**config.mk**
```make
export PLATFORM = sky130hd
export DESIGN_NAME = mem_arbiter_flat
export DESIGN_NICKNAME = d
export VERILOG_FILES = /design/src/rtl/mem_arb_pkg.sv /design/src/rtl/mem_arbiter_if.sv /design/src/rtl/mem_arbiter_rd_return.sv /design/src/rtl/mem_arbiter.sv /design/src/flat_wrapper.sv
export SDC_FILE = /design/constraint.sdc
export NUM_CORES = 1
export LEC_CHECK = 0
export ABC_CLOCK_PERIOD_IN_PS = 2160
export BUFFER_PORTS_ARGS = -buffer_cell sky130_fd_sc_hd__buf_2
export CAP_MARGIN = 20
export CORE_MARGIN = 2
export CORE_UTILIZATION = 36
export DETAILED_ROUTE_END_ITERATION = 16
export GPL_ROUTABILITY_DRIVEN = 0
export PLACE_DENSITY = 0.88
export SLEW_MARGIN = 20
export SYNTH_ARGS = -nofsm -noshare
export SYNTH_HDL_FRONTEND = slang
export SYNTH_SLANG_ARGS = --single-unit
```
**constraint.sdc**
```tcl
create_clock -name clk -period 2.16 [get_ports clk]
set_clock_uncertainty 0.15 [all_clocks]
set_input_delay 0.432 -clock clk [delete_from_list [all_inputs] [get_ports clk]]
set_output_delay 0.432 -clock clk [all_outputs]
set_load 0.01 [all_outputs]
```
**src/rtl/mem_arb_pkg.sv**
```systemverilog
// mem_arbiter shared types: FSM state and read-owner encoding.
// Build option: MEM_ARBITER_BURST_EN enables loader burst lock.
package mem_arb_pkg;

  typedef enum logic [1:0] {
    IDLE = 2'd0,
    CORE = 2'd1,
    LOAD = 2'd2
  } arb_state_e;

  typedef logic [1:0] owner_t;

  localparam owner_t OWN_NONE = 2'd0;
  localparam owner_t OWN_CORE = 2'd1;
  localparam owner_t OWN_LOAD = 2'd2;

  function automatic owner_t rd_owner_of(
    input logic core_rd,
    input logic ld_rd
  );
    owner_t o;
    o = OWN_NONE;
    if (core_rd)
      o = OWN_CORE;
    else if (ld_rd)
      o = OWN_LOAD;
    return o;
  endfunction

endpackage

```
**src/rtl/mem_arbiter_if.sv**
```systemverilog
// mem_arbiter bus bundle: core port, loader port, data-memory drive.
// slave = arbiter view, master = requesters and memory view.
interface mem_arbiter_if #(
  parameter int AW = 8,
  parameter int DW = 8
);
  logic          core_req;
  logic          core_we;
  logic [AW-1:0] core_addr;
  logic [DW-1:0] core_wdata;
  logic          core_gnt;
  logic          core_stall;
  logic          core_rvalid;
  logic [DW-1:0] core_rdata;

  logic          ld_req;
  logic          ld_we;
  logic          ld_lock;
  logic [AW-1:0] ld_addr;
  logic [DW-1:0] ld_wdata;
  logic          ld_gnt;
  logic          ld_rvalid;
  logic [DW-1:0] ld_rdata;

  logic [AW-1:0] mem_addr;
  logic [DW-1:0] mem_wdata;
  logic          mem_read;
  logic          mem_write;
  logic [DW-1:0] mem_rdata;

  modport slave (
    input  core_req, core_we, core_addr, core_wdata,
    input  ld_req, ld_we, ld_lock, ld_addr, ld_wdata,
    input  mem_rdata,
    output core_gnt, core_stall, core_rvalid, core_rdata,
    output ld_gnt, ld_rvalid, ld_rdata,
    output mem_addr, mem_wdata, mem_read, mem_write
  );

  modport master (
    output core_req, core_we, core_addr, core_wdata,
    output ld_req, ld_we, ld_lock, ld_addr, ld_wdata,
    output mem_rdata,
    input  core_gnt, core_stall, core_rvalid, core_rdata,
    input  ld_gnt, ld_rvalid, ld_rdata,
    input  mem_addr, mem_wdata, mem_read, mem_write
  );
endinterface

```
**src/rtl/mem_arbiter_rd_return.sv**
```systemverilog
// rd_return: one-cycle read-return register steered to the read owner.
// The non-owning port keeps its last rdata.
module rd_return
  import mem_arb_pkg::*;
#(
  parameter int DW = 8
) (
  input  logic          clk,
  input  logic          reset_n,
  input  owner_t        rd_owner,
  input  logic [DW-1:0] mem_rdata,
  output logic          core_rvalid,
  output logic [DW-1:0] core_rdata,
  output logic          ld_rvalid,
  output logic [DW-1:0] ld_rdata
);

  logic          core_rvalid_q, core_rvalid_d;
  logic          ld_rvalid_q, ld_rvalid_d;
  logic [DW-1:0] core_rdata_q, core_rdata_d;
  logic [DW-1:0] ld_rdata_q, ld_rdata_d;

  always_comb begin
    core_rvalid_d = (rd_owner == OWN_CORE);
    ld_rvalid_d   = (rd_owner == OWN_LOAD);
    core_rdata_d  = core_rdata_q;
    ld_rdata_d    = ld_rdata_q;
    if (core_rvalid_d)
      core_rdata_d = mem_rdata;
    if (ld_rvalid_d)
      ld_rdata_d = mem_rdata;
  end

  always_ff @(posedge clk or negedge reset_n) begin
    if (!reset_n) begin
      core_rvalid_q <= 1'b0;
      ld_rvalid_q   <= 1'b0;
      core_rdata_q  <= '0;
      ld_rdata_q    <= '0;
    end else begin
      core_rvalid_q <= core_rvalid_d;
      ld_rvalid_q   <= ld_rvalid_d;
      core_rdata_q  <= core_rdata_d;
      ld_rdata_q    <= ld_rdata_d;
    end
  end

  assign core_rvalid = core_rvalid_q;
  assign core_rdata  = core_rdata_q;
  assign ld_rvalid   = ld_rvalid_q;
  assign ld_rdata    = ld_rdata_q;

endmodule

```
**src/rtl/mem_arbiter.sv**
```systemverilog
// mem_arbiter: core/loader round-robin arbiter for one data memory.
// Define MEM_ARBITER_BURST_EN to let a locked loader keep the port.
module mem_arbiter #(
  parameter int AW        = 8,
  parameter int DW        = 8,
  parameter int MAX_BURST = 4
) (
  input  logic         clk,
  input  logic         reset_n,
  mem_arbiter_if.slave bus
);
  import mem_arb_pkg::*;

  arb_state_e    state_q, state_d;
  logic          hold;
  logic          ld_win;
  logic          core_gnt;
  logic          ld_gnt;
  logic [AW-1:0] addr;
  logic [DW-1:0] wdata;
  logic          rd;
  logic          wr;
  owner_t        rd_owner;

`ifdef MEM_ARBITER_BURST_EN
  localparam int CW = $clog2(MAX_BURST);
  localparam logic [CW-1:0] CNT_MAX = CW'(MAX_BURST - 1);

  // burst_cnt = beats already taken in this locked run, minus one
  logic [CW-1:0] burst_cnt_q, burst_cnt_d;

  always_comb begin
    hold = (state_q == LOAD) && bus.ld_lock &&
           (burst_cnt_q < CNT_MAX);
    burst_cnt_d = '0;
    if (ld_gnt && bus.ld_lock && state_q == LOAD)
      burst_cnt_d = (burst_cnt_q == CNT_MAX) ?
                    burst_cnt_q : burst_cnt_q + CW'(1);
  end
`else
  localparam int unused_max_burst = MAX_BURST;
  logic unused_lock;
  assign unused_lock = bus.ld_lock;
  assign hold = 1'b0;
`endif

  always_comb begin
    ld_win   = bus.ld_req &&
               (!bus.core_req || hold || state_q == CORE);
    core_gnt = reset_n && bus.core_req && !ld_win;
    ld_gnt   = reset_n && ld_win;
  end

  always_comb begin
    state_d = IDLE;
    if (core_gnt)
      state_d = CORE;
    else if (ld_gnt)
      state_d = LOAD;
  end

  always_ff @(posedge clk or negedge reset_n) begin
    if (!reset_n) begin
      state_q <= IDLE;
`ifdef MEM_ARBITER_BURST_EN
      burst_cnt_q <= '0;
`endif
    end else begin
      state_q <= state_d;
`ifdef MEM_ARBITER_BURST_EN
      burst_cnt_q <= burst_cnt_d;
`endif
    end
  end

  always_comb begin
    addr  = '0;
    wdata = '0;
    rd    = 1'b0;
    wr    = 1'b0;
    unique case (1'b1)
      core_gnt: begin
        addr  = bus.core_addr;
        wdata = bus.core_wdata;
        rd    = !bus.core_we;
        wr    = bus.core_we;
      end
      ld_gnt: begin
        addr  = bus.ld_addr;
        wdata = bus.ld_wdata;
        rd    = !bus.ld_we;
        wr    = bus.ld_we;
      end
      default: ;
    endcase
  end

  assign bus.core_gnt   = core_gnt;
  assign bus.ld_gnt     = ld_gnt;
  assign bus.core_stall = reset_n && bus.core_req && !core_gnt;
  assign bus.mem_addr   = addr;
  assign bus.mem_wdata  = wdata;
  assign bus.mem_read   = rd;
  assign bus.mem_write  = wr;

  assign rd_owner = rd_owner_of(core_gnt && !bus.core_we,
                                ld_gnt && !bus.ld_we);

  rd_return #(
    .DW(DW)
  ) u_rd_return (
    .clk        (clk),
    .reset_n    (reset_n),
    .rd_owner   (rd_owner),
    .mem_rdata  (bus.mem_rdata),
    .core_rvalid(bus.core_rvalid),
    .core_rdata (bus.core_rdata),
    .ld_rvalid  (bus.ld_rvalid),
    .ld_rdata   (bus.ld_rdata)
  );

endmodule
```
**src/flat_wrapper.sv**
```systemverilog
// flat-port wrapper written by rule: the top's interface ports become plain ports
module mem_arbiter_flat import mem_arb_pkg::*;
#(
  parameter int AW        = 8,
  parameter int DW        = 8,
  parameter int MAX_BURST = 4
)
  (clk, reset_n, bus_core_req, bus_core_we, bus_core_addr, bus_core_wdata, bus_ld_req, bus_ld_we, bus_ld_lock, bus_ld_addr, bus_ld_wdata, bus_mem_rdata, bus_core_gnt, bus_core_stall, bus_core_rvalid, bus_core_rdata, bus_ld_gnt, bus_ld_rvalid, bus_ld_rdata, bus_mem_addr, bus_mem_wdata, bus_mem_read, bus_mem_write);
  mem_arbiter_if #(.AW(AW), .DW(DW)) bus_i ();
  input  logic clk;
  input  logic reset_n;
  input wire logic [$bits(bus_i.core_req)-1:0] bus_core_req;
  input wire logic [$bits(bus_i.core_we)-1:0] bus_core_we;
  input wire logic [$bits(bus_i.core_addr)-1:0] bus_core_addr;
  input wire logic [$bits(bus_i.core_wdata)-1:0] bus_core_wdata;
  input wire logic [$bits(bus_i.ld_req)-1:0] bus_ld_req;
  input wire logic [$bits(bus_i.ld_we)-1:0] bus_ld_we;
  input wire logic [$bits(bus_i.ld_lock)-1:0] bus_ld_lock;
  input wire logic [$bits(bus_i.ld_addr)-1:0] bus_ld_addr;
  input wire logic [$bits(bus_i.ld_wdata)-1:0] bus_ld_wdata;
  input wire logic [$bits(bus_i.mem_rdata)-1:0] bus_mem_rdata;
  output wire logic [$bits(bus_i.core_gnt)-1:0] bus_core_gnt;
  output wire logic [$bits(bus_i.core_stall)-1:0] bus_core_stall;
  output wire logic [$bits(bus_i.core_rvalid)-1:0] bus_core_rvalid;
  output wire logic [$bits(bus_i.core_rdata)-1:0] bus_core_rdata;
  output wire logic [$bits(bus_i.ld_gnt)-1:0] bus_ld_gnt;
  output wire logic [$bits(bus_i.ld_rvalid)-1:0] bus_ld_rvalid;
  output wire logic [$bits(bus_i.ld_rdata)-1:0] bus_ld_rdata;
  output wire logic [$bits(bus_i.mem_addr)-1:0] bus_mem_addr;
  output wire logic [$bits(bus_i.mem_wdata)-1:0] bus_mem_wdata;
  output wire logic [$bits(bus_i.mem_read)-1:0] bus_mem_read;
  output wire logic [$bits(bus_i.mem_write)-1:0] bus_mem_write;
  assign bus_i.core_req = bus_core_req;
  assign bus_i.core_we = bus_core_we;
  assign bus_i.core_addr = bus_core_addr;
  assign bus_i.core_wdata = bus_core_wdata;
  assign bus_i.ld_req = bus_ld_req;
  assign bus_i.ld_we = bus_ld_we;
  assign bus_i.ld_lock = bus_ld_lock;
  assign bus_i.ld_addr = bus_ld_addr;
  assign bus_i.ld_wdata = bus_ld_wdata;
  assign bus_i.mem_rdata = bus_mem_rdata;
  assign bus_core_gnt = bus_i.core_gnt;
  assign bus_core_stall = bus_i.core_stall;
  assign bus_core_rvalid = bus_i.core_rvalid;
  assign bus_core_rdata = bus_i.core_rdata;
  assign bus_ld_gnt = bus_i.ld_gnt;
  assign bus_ld_rvalid = bus_i.ld_rvalid;
  assign bus_ld_rdata = bus_i.ld_rdata;
  assign bus_mem_addr = bus_i.mem_addr;
  assign bus_mem_wdata = bus_i.mem_wdata;
  assign bus_mem_read = bus_i.mem_read;
  assign bus_mem_write = bus_i.mem_write;
  mem_arbiter #(.AW(AW), .DW(DW), .MAX_BURST(MAX_BURST)) u_core (.clk(clk), .reset_n(reset_n), .bus(bus_i));
endmodule
```
==> impl_metrics.yaml <==
status:
  status: "completed"
sta:
  hold_violations: 0
  rsz0062_at_grt: "true"
  fmax_ghz: 0.465
  min_period_ps: 2150
  layout_setup_ws_ps: 9.07
  tightest_slew_ps: 249
  slew_headroom_pct: 83.4
  timing.final.crit_share_pct: 99.6
  setup_viol: 0
  maxSlewViolCount: 0
  timing.hold.ws_ps: 208
flow_run:
  drv_cap: 0
floorplanning:
  coreArea_sq_mm: 0.00248
  dieWidth_um: 55.2
  initial_utilization_pct: 38.0
  die_area_sq_mm: 0.00304
  rows: 18
  ios: 86
  die_h_um: 55.2
clocking:
  cts_sinks: 20
  clock_latency_ps: 300
  cts_tree: "done"
  cts_buffers: 3
  htree_levels: 1
  path_clk_slew_ps: 120
  clock-root-buffer: "clkbuf_4"
  clockBufferDepth: 2
synthesis:
  synthCells: 66
  yosysUniqueCellTypes: 15
  synth_warnings: 0
  yosysTopAreaCellShare_pct: 53.1
  yosysTopAreaCell: "dfrtp_1"
  yosys-top-cells-area: "dfrtp_1 (53%), mux2_2 (19%), a22o_1 (16%)"
  ys_seq_elements: 20
  synth_area_sq_um: 942
  syn_area_per_cell_sq_um: 14.3
  synth.yosys.seq_area_share_pct: 53.1
  syn_nets: 113
global_routing:
  gr-total-overflow: 0
  grt_pass1_vias: 872
  grt_usage_pct: 17.7
  grt_pass1_wl_mm: 3.71
  grt_antenna_before_repair: 0
  grt_max_degree: 21
layout:
  nets: 207
  fin_util_pct: 61.2
  drive_gt1_share_pct: 73.6
  syn2layout_area_growth_pct: 61.0
  antennaDiodeCount: 0
detailed_routing:
  via_count: 946
  dr.pass1.iters: 3
  viasPerCell: 5.01
  drc: 0
  wirelength_mm: 2.67
  avgRoutedWirePerCell_um: 14.1
  drt-initial-drc-count: 9
  final_antenna_net_count: 0
hold_path:
  hold_path.startpoint: "bus_mem_rdata[2]"
  hold-path-endpoint: "u_core.u_rd_return.core_rdata[2]"
  hold-path-cell-count: 2
  hold_class: "primary input to flip-flop"
setup_path:
  cp_max_fo: 19
  path_class: "flip-flop to output port"
  arrival_ps: 1570
  worst_setup_path_end_kind: "output port"
  rr_startpoint: "u_core.state_q[0]"
  r2r_cells: 4
  reg2reg_to: "u_core.u_rd_return.core_rdata[4]"
  worstSetupStartpointType: "flip-flop"
  regToRegSetupSlack_ps: 540
  required_ps: 1580
power:
  max-vdd-ir-drop_mv: 0.654
  cellLeakagePower_nw: 0.825
  total_power_mw: 1.10
  powerDensity_mw_per_mm2: 727
placed_design:
  dpl.hpwl_mm: 2.16
  io_buffers: 84
  place_ws_ps: 209
-- worst max-delay path, cell delays in order, from the launching register on --
cell and delay, ps:
dfrtp_1 390, and3b_2 300, nor2_4 60, buf_12 150, a22o_1 230, buf_2 140
-- placed cells by master, fill, tap and decap left out, drive strengths merged --
cell / instances
mux2: 16
and2: 1
nor2: 1
clkbuf: 3
bufinv: 1
nand2: 2
a22o: 17
buf: 90
or2: 1
a21oi: 2
dlygate4sd3: 1
nor3: 1
a211oi: 1
and3b: 1
nand2b: 1
dfrtp: 20
-- kinds of logic (layout without fill, tap and decap cells) --
group                  Yosys count  after routing  share of synthesized area, %
and+or+nand+nor                  8              8                          7.04
buffers and inverters            2             95                          1.33
DFF                             20             20                          53.1
AOI/OAI and AO/OA               20             20                          19.4
muxes                           16             16                          19.1
-- Yosys cell counts --
library cell and n:
nand2_1 2, or2_2 1, buf_2 1, a211oi_4 1, nand2b_4 1, a21oi_2 1
and2_1 1, nor2_2 1, a22o_1 17, nor3_4 1, buf_4 1, dfrtp_1 20
a21oi_1 1, and3b_2 1, mux2_2 16
-- repair_timing --
item | 4_1_cts | 5_1_grt
resized for setup | 1 | 1
hold buffers | 1 | 0
setup buffers | 2 | 1
hold endpoints to repair | 20 | 0
setup endpoints to repair | 10 | 18
pin swaps | 1 | 14
-- sequential cells by signal, summed over array words and instances (netlist names) --
signal                          cells
u_core.state_q                      2
u_core.u_rd_return.core_rdata       8
u_core.u_rd_return.core_rvalid      1
u_core.u_rd_return.ld_rdata         8
u_core.u_rd_return.ld_rvalid        1
-- cell type report --
cell class / instances / area [sq um]
clock buffer: 3 / 22.5
clock inverter: 1 / 30.0
fill: 197 / 961
multi-input combinational: 44 / 434
sequential: 20 / 500
tap: 30 / 37.5
timing repair buffer: 91 / 492
-- through the flow --
stage / setup TNS [ps] / cells / area, sq um
floorplan: 0 / 66 / 942
global route: -953 / 189 / 1520
detailed placement: 0 / 183 / 1440
global placement: 0 / 183 / 1440
CTS: 0 / 189 / 1510
finish: 0 / 189 / 1520
-- where the power goes --
group | total (mW) | switching (mW) | internal [mW]
sequential | 0.476 | 0.0334 | 0.443
clock | 0.305 | 0.117 | 0.188
combinational | 0.322 | 0.150 | 0.172
total | 1.10 | 0.301 | 0.802
-- how the worst max path moves through the flow --
stage	from	end	cells after the start
after floorplan	bus_ld_req	bus_mem_addr[6]	4
after global placement	bus_ld_req	bus_mem_addr[3]	6
after detailed placement	bus_ld_req	bus_mem_addr[3]	6
after CTS	u_core.state_q[1]	bus_mem_addr[3]	5
after global routing	u_core.state_q[1]	bus_mem_addr[3]	5
final	u_core.state_q[1]	bus_mem_wdata[1]	5
-- routing by layer --
metal | wire length (um) | track usage, %
met5 | 0 | 0
met4 | 30 | 7.32
met3 | 310 | 4.30
met2 | 1370 | 33.3
met1 | 959 | 18.7
No activity file was read; power rests on OpenSTA's default activity.
